<file path="config.mk">
export PLATFORM = sky130hd
export DESIGN_NAME = fir_prog
export DESIGN_NICKNAME = d
export VERILOG_FILES = /design/src/rtl/fir_pkg.sv /design/src/rtl/fir_tap_reg.sv /design/src/rtl/fir_prog.sv
export SDC_FILE = /design/constraint.sdc
export NUM_CORES = 1
export LEC_CHECK = 0
export CORE_UTILIZATION = 43
export CTS_BUF_LIST = sky130_fd_sc_hd__clkbuf_8
export DETAILED_ROUTE_END_ITERATION = 10
export GPL_TIMING_DRIVEN = 0
export PLACE_DENSITY_LB_ADDON = 0.1
export SLEW_MARGIN = 20
export SYNTH_ARGS = -nofsm -noshare
export SYNTH_HDL_FRONTEND = slang
export SYNTH_SLANG_ARGS = --single-unit
</file>
<file path="constraint.sdc">
create_clock -name clk -period 9.6 [get_ports clk]
set_input_delay 2.4 -clock clk [delete_from_list [all_inputs] [get_ports clk]]
set_output_delay 2.4 -clock clk [all_outputs]
set_load 0.03 [all_outputs]
</file>
<file path="src/rtl/fir_pkg.sv">
// rtl/fir_pkg.sv - shared constants, width helper and word types for the programmable FIR
// Purpose: default parameter values, accumulator-width function, default-width word typedefs.
// Ports: none.
package fir_pkg;

   localparam int TAPS_DEF   = 4;
   localparam int DATA_W_DEF = 4;
   localparam int COEF_W_DEF = 4;

   // One full product plus enough growth bits to add TAPS of them without overflow,
   // including the case where every operand is the most negative value.
   function automatic int fir_acc_w(input int taps, input int dw, input int cw);
      return dw + cw + $clog2(taps);
   endfunction

   localparam int ACC_W_DEF = fir_acc_w(TAPS_DEF, DATA_W_DEF, COEF_W_DEF);

   typedef logic signed [DATA_W_DEF-1:0]            sample_t;
   typedef logic signed [COEF_W_DEF-1:0]            coef_t;
   typedef logic signed [DATA_W_DEF+COEF_W_DEF-1:0] prod_t;
   typedef logic signed [ACC_W_DEF-1:0]             acc_t;

endpackage

</file>
<file path="src/rtl/fir_tap_reg.sv">
// rtl/fir_tap_reg.sv - one delay-line stage of the FIR
// Purpose: W-bit register with asynchronous active-low reset, synchronous clear and load enable.
// Ports: clk_i, rst_ni (async, active-low), clear_i (sync, wins over en_i), en_i, d_i, q_o.
module fir_tap_reg #(
   parameter int W = 4
) (
   input  logic                clk_i,
   input  logic                rst_ni,
   input  logic                clear_i,
   input  logic                en_i,
   input  logic signed [W-1:0] d_i,
   output logic signed [W-1:0] q_o
);

   logic signed [W-1:0] q_q;
   logic signed [W-1:0] q_d;

   always_comb begin
      q_d = q_q;
      if (clear_i) begin
         q_d = '0;
      end else if (en_i) begin
         q_d = d_i;
      end
   end

   always_ff @(posedge clk_i or negedge rst_ni) begin
      if (!rst_ni) begin
         q_q <= '0;
      end else begin
         q_q <= q_d;
      end
   end

   assign q_o = q_q;

endmodule

</file>
<file path="src/rtl/fir_prog.sv">
// rtl/fir_prog.sv - pipelined programmable-coefficient direct-form FIR filter
// Purpose: TAPS-deep sample delay line, runtime-writable coefficient bank, registered
//          product stage and registered full-precision adder stage.
// Ports: clk, rst (async, active-low), in_valid/x_in (sample in), clear (sync flush),
//        coef_we/coef_addr/coef_data (coefficient write), out_valid/y_out (result).
module fir_prog
   import fir_pkg::*;
#(
   parameter int TAPS   = TAPS_DEF,
   parameter int DATA_W = DATA_W_DEF,
   parameter int COEF_W = COEF_W_DEF
) (
   input  logic                                            clk,
   input  logic                                            rst,
   input  logic                                            in_valid,
   input  logic signed [DATA_W-1:0]                        x_in,
   input  logic                                            clear,
   input  logic                                            coef_we,
   input  logic [$clog2(TAPS)-1:0]                         coef_addr,
   input  logic signed [COEF_W-1:0]                        coef_data,
   output logic                                            out_valid,
   output logic signed [fir_acc_w(TAPS, DATA_W, COEF_W)-1:0] y_out
);

   localparam int ACC_W  = fir_acc_w(TAPS, DATA_W, COEF_W);
   localparam int PROD_W = DATA_W + COEF_W;
   localparam int AW     = $clog2(TAPS);

   logic signed [DATA_W-1:0] x_q    [TAPS];
   logic signed [COEF_W-1:0] coef_q [TAPS];
   logic signed [COEF_W-1:0] coef_d [TAPS];
   logic signed [PROD_W-1:0] p_q    [TAPS];
   logic signed [PROD_W-1:0] p_d    [TAPS];
   logic signed [ACC_W-1:0]  acc_d;
   logic signed [ACC_W-1:0]  y_q;
   logic                     v0_q;
   logic                     v1_q;
   logic                     out_valid_q;

   // Delay line: shifts only on accepted samples, so it never holds bubbles.
   genvar k;
   generate
      for (k = 0; k < TAPS; k++) begin : g_tap
         logic signed [DATA_W-1:0] tap_d;
         if (k == 0) begin : g_head
            assign tap_d = x_in;
         end else begin : g_body
            assign tap_d = x_q[k-1];
         end
         fir_tap_reg #(.W(DATA_W)) u_tap (
            .clk_i  (clk),
            .rst_ni (rst),
            .clear_i(clear),
            .en_i   (in_valid),
            .d_i    (tap_d),
            .q_o    (x_q[k])
         );
      end
   endgenerate

   // Addresses at or above TAPS match no entry, so such writes fall away.
   always_comb begin
      coef_d = coef_q;
      for (int i = 0; i < TAPS; i++) begin
         if (coef_we && coef_addr == AW'(i)) begin
            coef_d[i] = coef_data;
         end
      end
   end

   // Operands are sign-extended to the product width before multiplying.
   always_comb begin
      for (int i = 0; i < TAPS; i++) begin
         p_d[i] = PROD_W'(coef_q[i]) * PROD_W'(x_q[i]);
      end
   end

   always_comb begin
      acc_d = '0;
      for (int i = 0; i < TAPS; i++) begin
         acc_d = acc_d + ACC_W'(p_q[i]);
      end
   end

   // Coefficient writes are independent of clear; y_q only moves with a valid result.
   always_ff @(posedge clk or negedge rst) begin
      if (!rst) begin
         for (int i = 0; i < TAPS; i++) begin
            coef_q[i] <= '0;
            p_q[i]    <= '0;
         end
         v0_q        <= 1'b0;
         v1_q        <= 1'b0;
         out_valid_q <= 1'b0;
         y_q         <= '0;
      end else begin
         coef_q <= coef_d;
         if (clear) begin
            for (int i = 0; i < TAPS; i++) begin
               p_q[i] <= '0;
            end
            v0_q        <= 1'b0;
            v1_q        <= 1'b0;
            out_valid_q <= 1'b0;
         end else begin
            p_q         <= p_d;
            v0_q        <= in_valid;
            v1_q        <= v0_q;
            out_valid_q <= v1_q;
            if (v1_q) begin
               y_q <= acc_d;
            end
         end
      end
   end

   assign out_valid = out_valid_q;
   assign y_out     = y_q;

endmodule

</file>
==> results of run 1 <==
how the worst min path moves through the flow:
stage / from / endpoint / cells past startpoint
after floorplan: v0_q / v1_q / 1
after global routing: v0_q / v1_q / 1
final: v0_q / v1_q / 1
after global placement: v0_q / v1_q / 1
after CTS: v0_q / v1_q / 1
after detailed placement: v0_q / v1_q / 1
routing by layer:
metal	wire length (um)	vias up	track usage
met4	206	0	0.0569
met5	0	-	0
met1	5100	1771	0.224
li1	-	1780	-
met3	244	15	0.0368
met2	5190	41	0.286
logic make-up after synthesis:
group / count (synthesis) / share of synthesized area
buffers and inverters: 88 / 0.0593
and+or+nand+nor: 159 / 0.142
AOI/OAI and AO/OA: 40 / 0.0464
adders and majority gates: 110 / 0.308
DFF: 77 / 0.334
muxes: 33 / 0.0608
xor gates and xnor gates: 26 / 0.0491
cell type report:
type | count | area [um2]
fillers | 1192 | 6370
multi-input cells | 368 | 3500
flip-flops and latches | 77 | 1930
inverters | 76 | 285
repair buffers | 25 | 265
well taps | 172 | 215
clock buffers | 10 | 138
clock inverters | 6 | 70.1
plain buffers | 12 | 56.3
cells in the mapped netlist (2+ instances only):
master	number	area (um2)
nand2_1	33	124
xnor2_1	15	131
nand2b_1	7	43.8
nand3b_1	3	22.5
and2_1	33	206
dfrtp_1	77	1930
or4_1	2	15.0
nor2_1	42	158
nor2b_1	18	113
o21bai_1	4	30.0
nor4b_1	2	17.5
a21boi_0	2	15.0
nor3b_1	6	45.0
mux2i_1	17	170
xor2_1	7	61.3
mux2_2	16	180
a211oi_1	4	30.0
inv_1	75	282
o31ai_1	2	15.0
buf_2	5	25.0
a21oi_1	11	55.1
o21ai_0	4	20.0
fa_1	53	1060
nand3_1	7	35.0
xnor3_1	4	90.1
a21o_1	9	67.6
clkbuf_1	5	18.8
and3_1	3	18.8
ha_1	57	713
state kept, by name, indices dropped and copies added, names as in the netlist:
| name | cells |
|---|---|
| v0_q | 1 |
| coef_q | 16 |
| out_valid | 1 |
| v1_q | 1 |
| y_out | 10 |
| g_tap.u_tap.q_o | 16 |
| p_q | 32 |
report_power, final:
| part | switching [mW] | internal (mW) |
|---|---|---|
| clock network | 0.130 | 0.128 |
| registers | 0.0319 | 0.358 |
| logic | 0.114 | 0.0946 |
| total | 0.276 | 0.581 |
==> metrics.yaml, run 1 <==
status: "complete, no violations"
endpoint_kind: "output pin"
reg2reg_setup_slack_ns: 5.92
power_leakage_nw: 3.39
reg2reg_depth: 11
antenna_cells: 0
pin_count: 26
final_nets: 694
hold_buffers: 0
grt_pass1_vias: 3829
reg2reg_to: "p_q[31]"
stdcell_area_um2: 6450
placementRows: 41
maxSlewHeadroom: 0.566
fin_cells: 746
place_area_um2: 6240
drc: 0
grt_setup_unrepaired: "false"
dieArea_um2: 13900
cts_buffers: 9
fmax_ghz: 0.262
fin_ws_ns: 5.78
dr.pass1.iters: 4
max_stage_delay_ns: 0.67
drv_cap: 0
fp.dieW_um: 118
place.gp.congestion: 0.791
ys_types: 39
postSynthCellCount: 533
cts_tree: "yes"
path_depth: 1
post-cts-setup-buffer-count: 0
crit_fanout: 2
place_hpwl_um: 8870
critPathLaunch: "y_out[8]"
worstPathArrival_ns: 1.42
power_density_nw_per_um2: 133
avgViaCountPerCell: 4.84
netlist_area_um2: 5760
synthToLayoutAreaGrowth_pct: 11.9
dominantRegCellSynth: "dfrtp_1"
timing_worst_setup_path_type: "reg -> out"
yosys_warnings: 0
r2r-start: "coef_q[12]"
synth_edf_count: 0
finalCriticalPeriod_ns: 3.82
clock_skew_ns: 0.0116
grt_max_degree: 47
place_ws_ns: 5.52
via_count: 3607
setup_tns_ns: 0
total_power_mw: 0.857
portBuffers: 24
ir_drop_mv: 0.103
placeableCoreArea_um2: 12800
cp-start-kind: "flop"
utilization: 0.503
wl_um: 10700
tightest_slew_ns: 0.650
whs_ns: 0.468
syn_area_per_cell_um2: 10.8
layout_commonest_cell: "dfrtp_1"
cts_sinks: 77
worstSkewPairLatency_ns: 0.37
async_flop_share: 1.00
wl_per_cell_um: 14.4
grt_first_pass_wirelength_um: 18700
cts_root_buf: "clkbuf_8"
cts_resized: 0
setup_violations: 0
drive_gt1_frac: 0.0749
antenna_found_initial: 0
critPathBufInv: 1
die-height_um: 118
grt_usage: 0.173
report.final.slew_viol_count: 0
grt_overflow: 0
ant_nets: 0
path_cells: "clkdlybuf4s50_1"
hold_viol_final: 0
ys_ff_latch: 77
crit_path_end: "y_out[8]"
initial_core_util: 0.449
cp.required_ns: 7.20
dp.cells: 730
most-common-layout-cells: "dfrtp_1 (77), inv_1 (75), ha_1 (57)"
h-tree-depth: 3
clk_pin_slew_ns: 0.09
slowest_stage: "clkdlybuf4s50_1"
hp-class: "reg -> reg"
ctsLongestPathBuffers: 2
yosysSeqAreaShare: 0.334
crit_family: "buffers and inverters"
drt_iter0_drc: 157
syn_nets: 658
period_share: 0.398
No activity file was read; power rests on OpenSTA's default activity.
==> run 2: changes to the inputs <==
- clock period: 9.6 -> 3.6 ns (I/O delays scaled with it)
==> metrics.yaml, run 2 (synthesis results as in run 1) <==
status: "complete, no violations"
fillerInstances: 1191  # -0.084%
place_area_um2: 6240  # unchanged
final_nets: 698  # +0.58%
ctsLongestPathBuffers: 2  # unchanged
clock_skew_ns: 0.0120  # +0.000373 ns
reg2reg_to: "p_q[7]"
utilization: 0.508  # +0.00459
critPathBufInv: 1  # unchanged
antenna_found_initial: 0  # unchanged
drt_iter0_drc: 157  # unchanged
fp.dieW_um: 118  # unchanged
worstSkewPairLatency_ns: 0.38  # about the same
hold_viol_final: 0  # unchanged
grt_pass1_vias: 3842  # +0.34%
crit_fanout: 5  # +3
setup_violations: 0  # unchanged
dp.cells: 730  # unchanged
report.final.slew_viol_count: 0  # unchanged
internal_power_mw: 1.56  # +170%
wl_um: 10900  # +1.1%
routed-wl-met2_um: 5290  # +2.0%
place_hpwl_um: 8870  # unchanged
wl_per_cell_um: 14.5  # +0.54%
total_power_mw: 2.31  # +170%
ant_nets: 0  # unchanged
drive_gt1_frac: 0.0952  # +0.0202
grt_overflow: 0  # unchanged
tightest_slew_ns: 0.659  # +0.00865 ns
reg2reg_depth: 11  # unchanged
initial_core_util: 0.449  # unchanged
fin_cells: 750  # +0.54%
power_density_nw_per_um2: 354  # +170%
synthToLayoutAreaGrowth_pct: 13.0
wirelength_met1_um: 5010  # -1.8%
p_seq_frac: 0.450  # -0.005
regMostFlops: "p_q"
period_share: 0.972
place_ws_ns: -0.106  # -5.63 ns
ir_drop_mv: 0.275  # +170%
via_count: 3643  # +1.0%
p_sw_mw: 0.744  # +170%
seqCellArea_um2: 1930  # +0.13%
largest_reg_flops: 32  # unchanged
topRoutingLayerUsed: "met4"
most-common-layout-cells: "inv_1 (75), dfrtp_1 (75), ha_1 (57)"
portBuffers: 24  # unchanged
drv_cap: 0  # unchanged
multi_input_area_um2: 3520  # +0.75%
placeableCoreArea_um2: 12800  # unchanged
path_depth: 11  # +10
slowest_stage: "fa_1"
die-height_um: 118  # unchanged
crit_top_cell: "fa_1"
power_leakage_nw: 3.41  # +0.71%
grt_setup_unrepaired: "false"
crit_family: "adder cells"
fin_ws_ns: 0.0994  # -5.68 ns
cts_buffers: 9  # unchanged
maxSlewHeadroom: 0.560  # -0.00578
place.gp.congestion: 0.791  # unchanged
antenna_cells: 0  # unchanged
finalCriticalPeriod_ns: 3.50
clkPwrFrac: 0.299  # -0.002
grt_usage: 0.173  # +0.000952
critPathLaunch: "coef_q[0]"
dieArea_um2: 13900  # unchanged
avgViaCountPerCell: 4.86  # +0.46%
cts_tree: "yes"
cp.required_ns: 3.84  # -3.36 ns
stdcell_area_um2: 6510  # +0.91%
power_frac_comb: 0.251  # +0.008
hold_buffers: 0  # unchanged
r2r-start: "coef_q[0]"
cts_sinks: 77  # unchanged
switching_share: 0.322  # +0.000326
grt_first_pass_wirelength_um: 18800  # +0.48%
max_stage_delay_ns: 0.57  # -0.10 ns
clk_pin_slew_ns: 0.09  # about the same
fmax_ghz: 0.286
wl_met3_um: 346  # +42%
drc: 0  # unchanged
timing_worst_setup_path_type: "reg -> reg"
worstPathArrival_ns: 3.74  # +2.32 ns
cp-start-kind: "flop"
dr.pass1.iters: 4  # unchanged
reg2reg_setup_slack_ns: 0.1  # -5.82 ns
pin_count: 26  # unchanged
hp-class: "in -> async"
endpoint_kind: "flop"
h-tree-depth: 3  # unchanged
placementRows: 41  # unchanged
grt_max_degree: 47  # unchanged
cts_root_buf: "clkbuf_8"
path_cells: "nand2b_1 > fa_1 > fa_1 > fa_1 > inv_1 > ha_1 > fa_1 > a21o_1 > a21oi_1 > xnor2_1 > nor2_1"
run 2: changes by cell type in the layout (fill, tap and decap cells not counted), sizes merged:
cell and change:
buf +4
run 2: what timing repair did:
item                                    in CTS  in global routing
pin swaps                                    1                  5
buffers inserted                             1                  3
gates resized for setup                      3                  5
endpoints found under the setup margin       2                  3
cloned                                       0                  0
run 2: worst max-delay path by stage:
stage	slack, ns	end
3_5_place_dp	-0.11	p_q[31]
6_report	0.1	p_q[7]
2_1_floorplan	0.28	p_q[31]
5_1_grt	0.004	p_q[7]
3_3_place_gp	-1.11	coef_q[9]
4_1_cts	0.01	p_q[23]
run 2: metal layers:
metal	vias up	track usage
met4	0	0.0569
met5	-	0
met1	1795	0.227
met2	43	0.286
met3	17	0.0368
li1	1788	-
run 2: final cells by class:
type / instances / share of cell area
flip-flops and latches: 77 / 0.296
multi-input cells: 368 / 0.541
inverters: 76 / 0.0438
well taps: 172 / 0.0331
repair buffers: 29 / 0.0453
clock buffers: 10 / 0.0211
clock inverters: 6 / 0.0108
plain buffers: 12 / 0.00865
run 2: power groups by stage:
stage	registers, mW	clock network [mW]	logic (mW)
final	1.04	0.690	0.580
after global routing	1.05	0.757	0.649
after CTS	1.04	0.724	0.575
after detailed placement	1.06	0	0.564
after global placement	1.06	0	0.550
after floorplan	1.09	0	0.318
run 2: metrics by stage:
step / TNS (ns) / hold slack, ns
detailed placement: -0.106 / 0.456
global placement: -85.16 / 0.450
finish: 0 / 0.455
floorplan: 0 / 0.439
global route: 0 / 0.474
CTS: 0 / 0.453
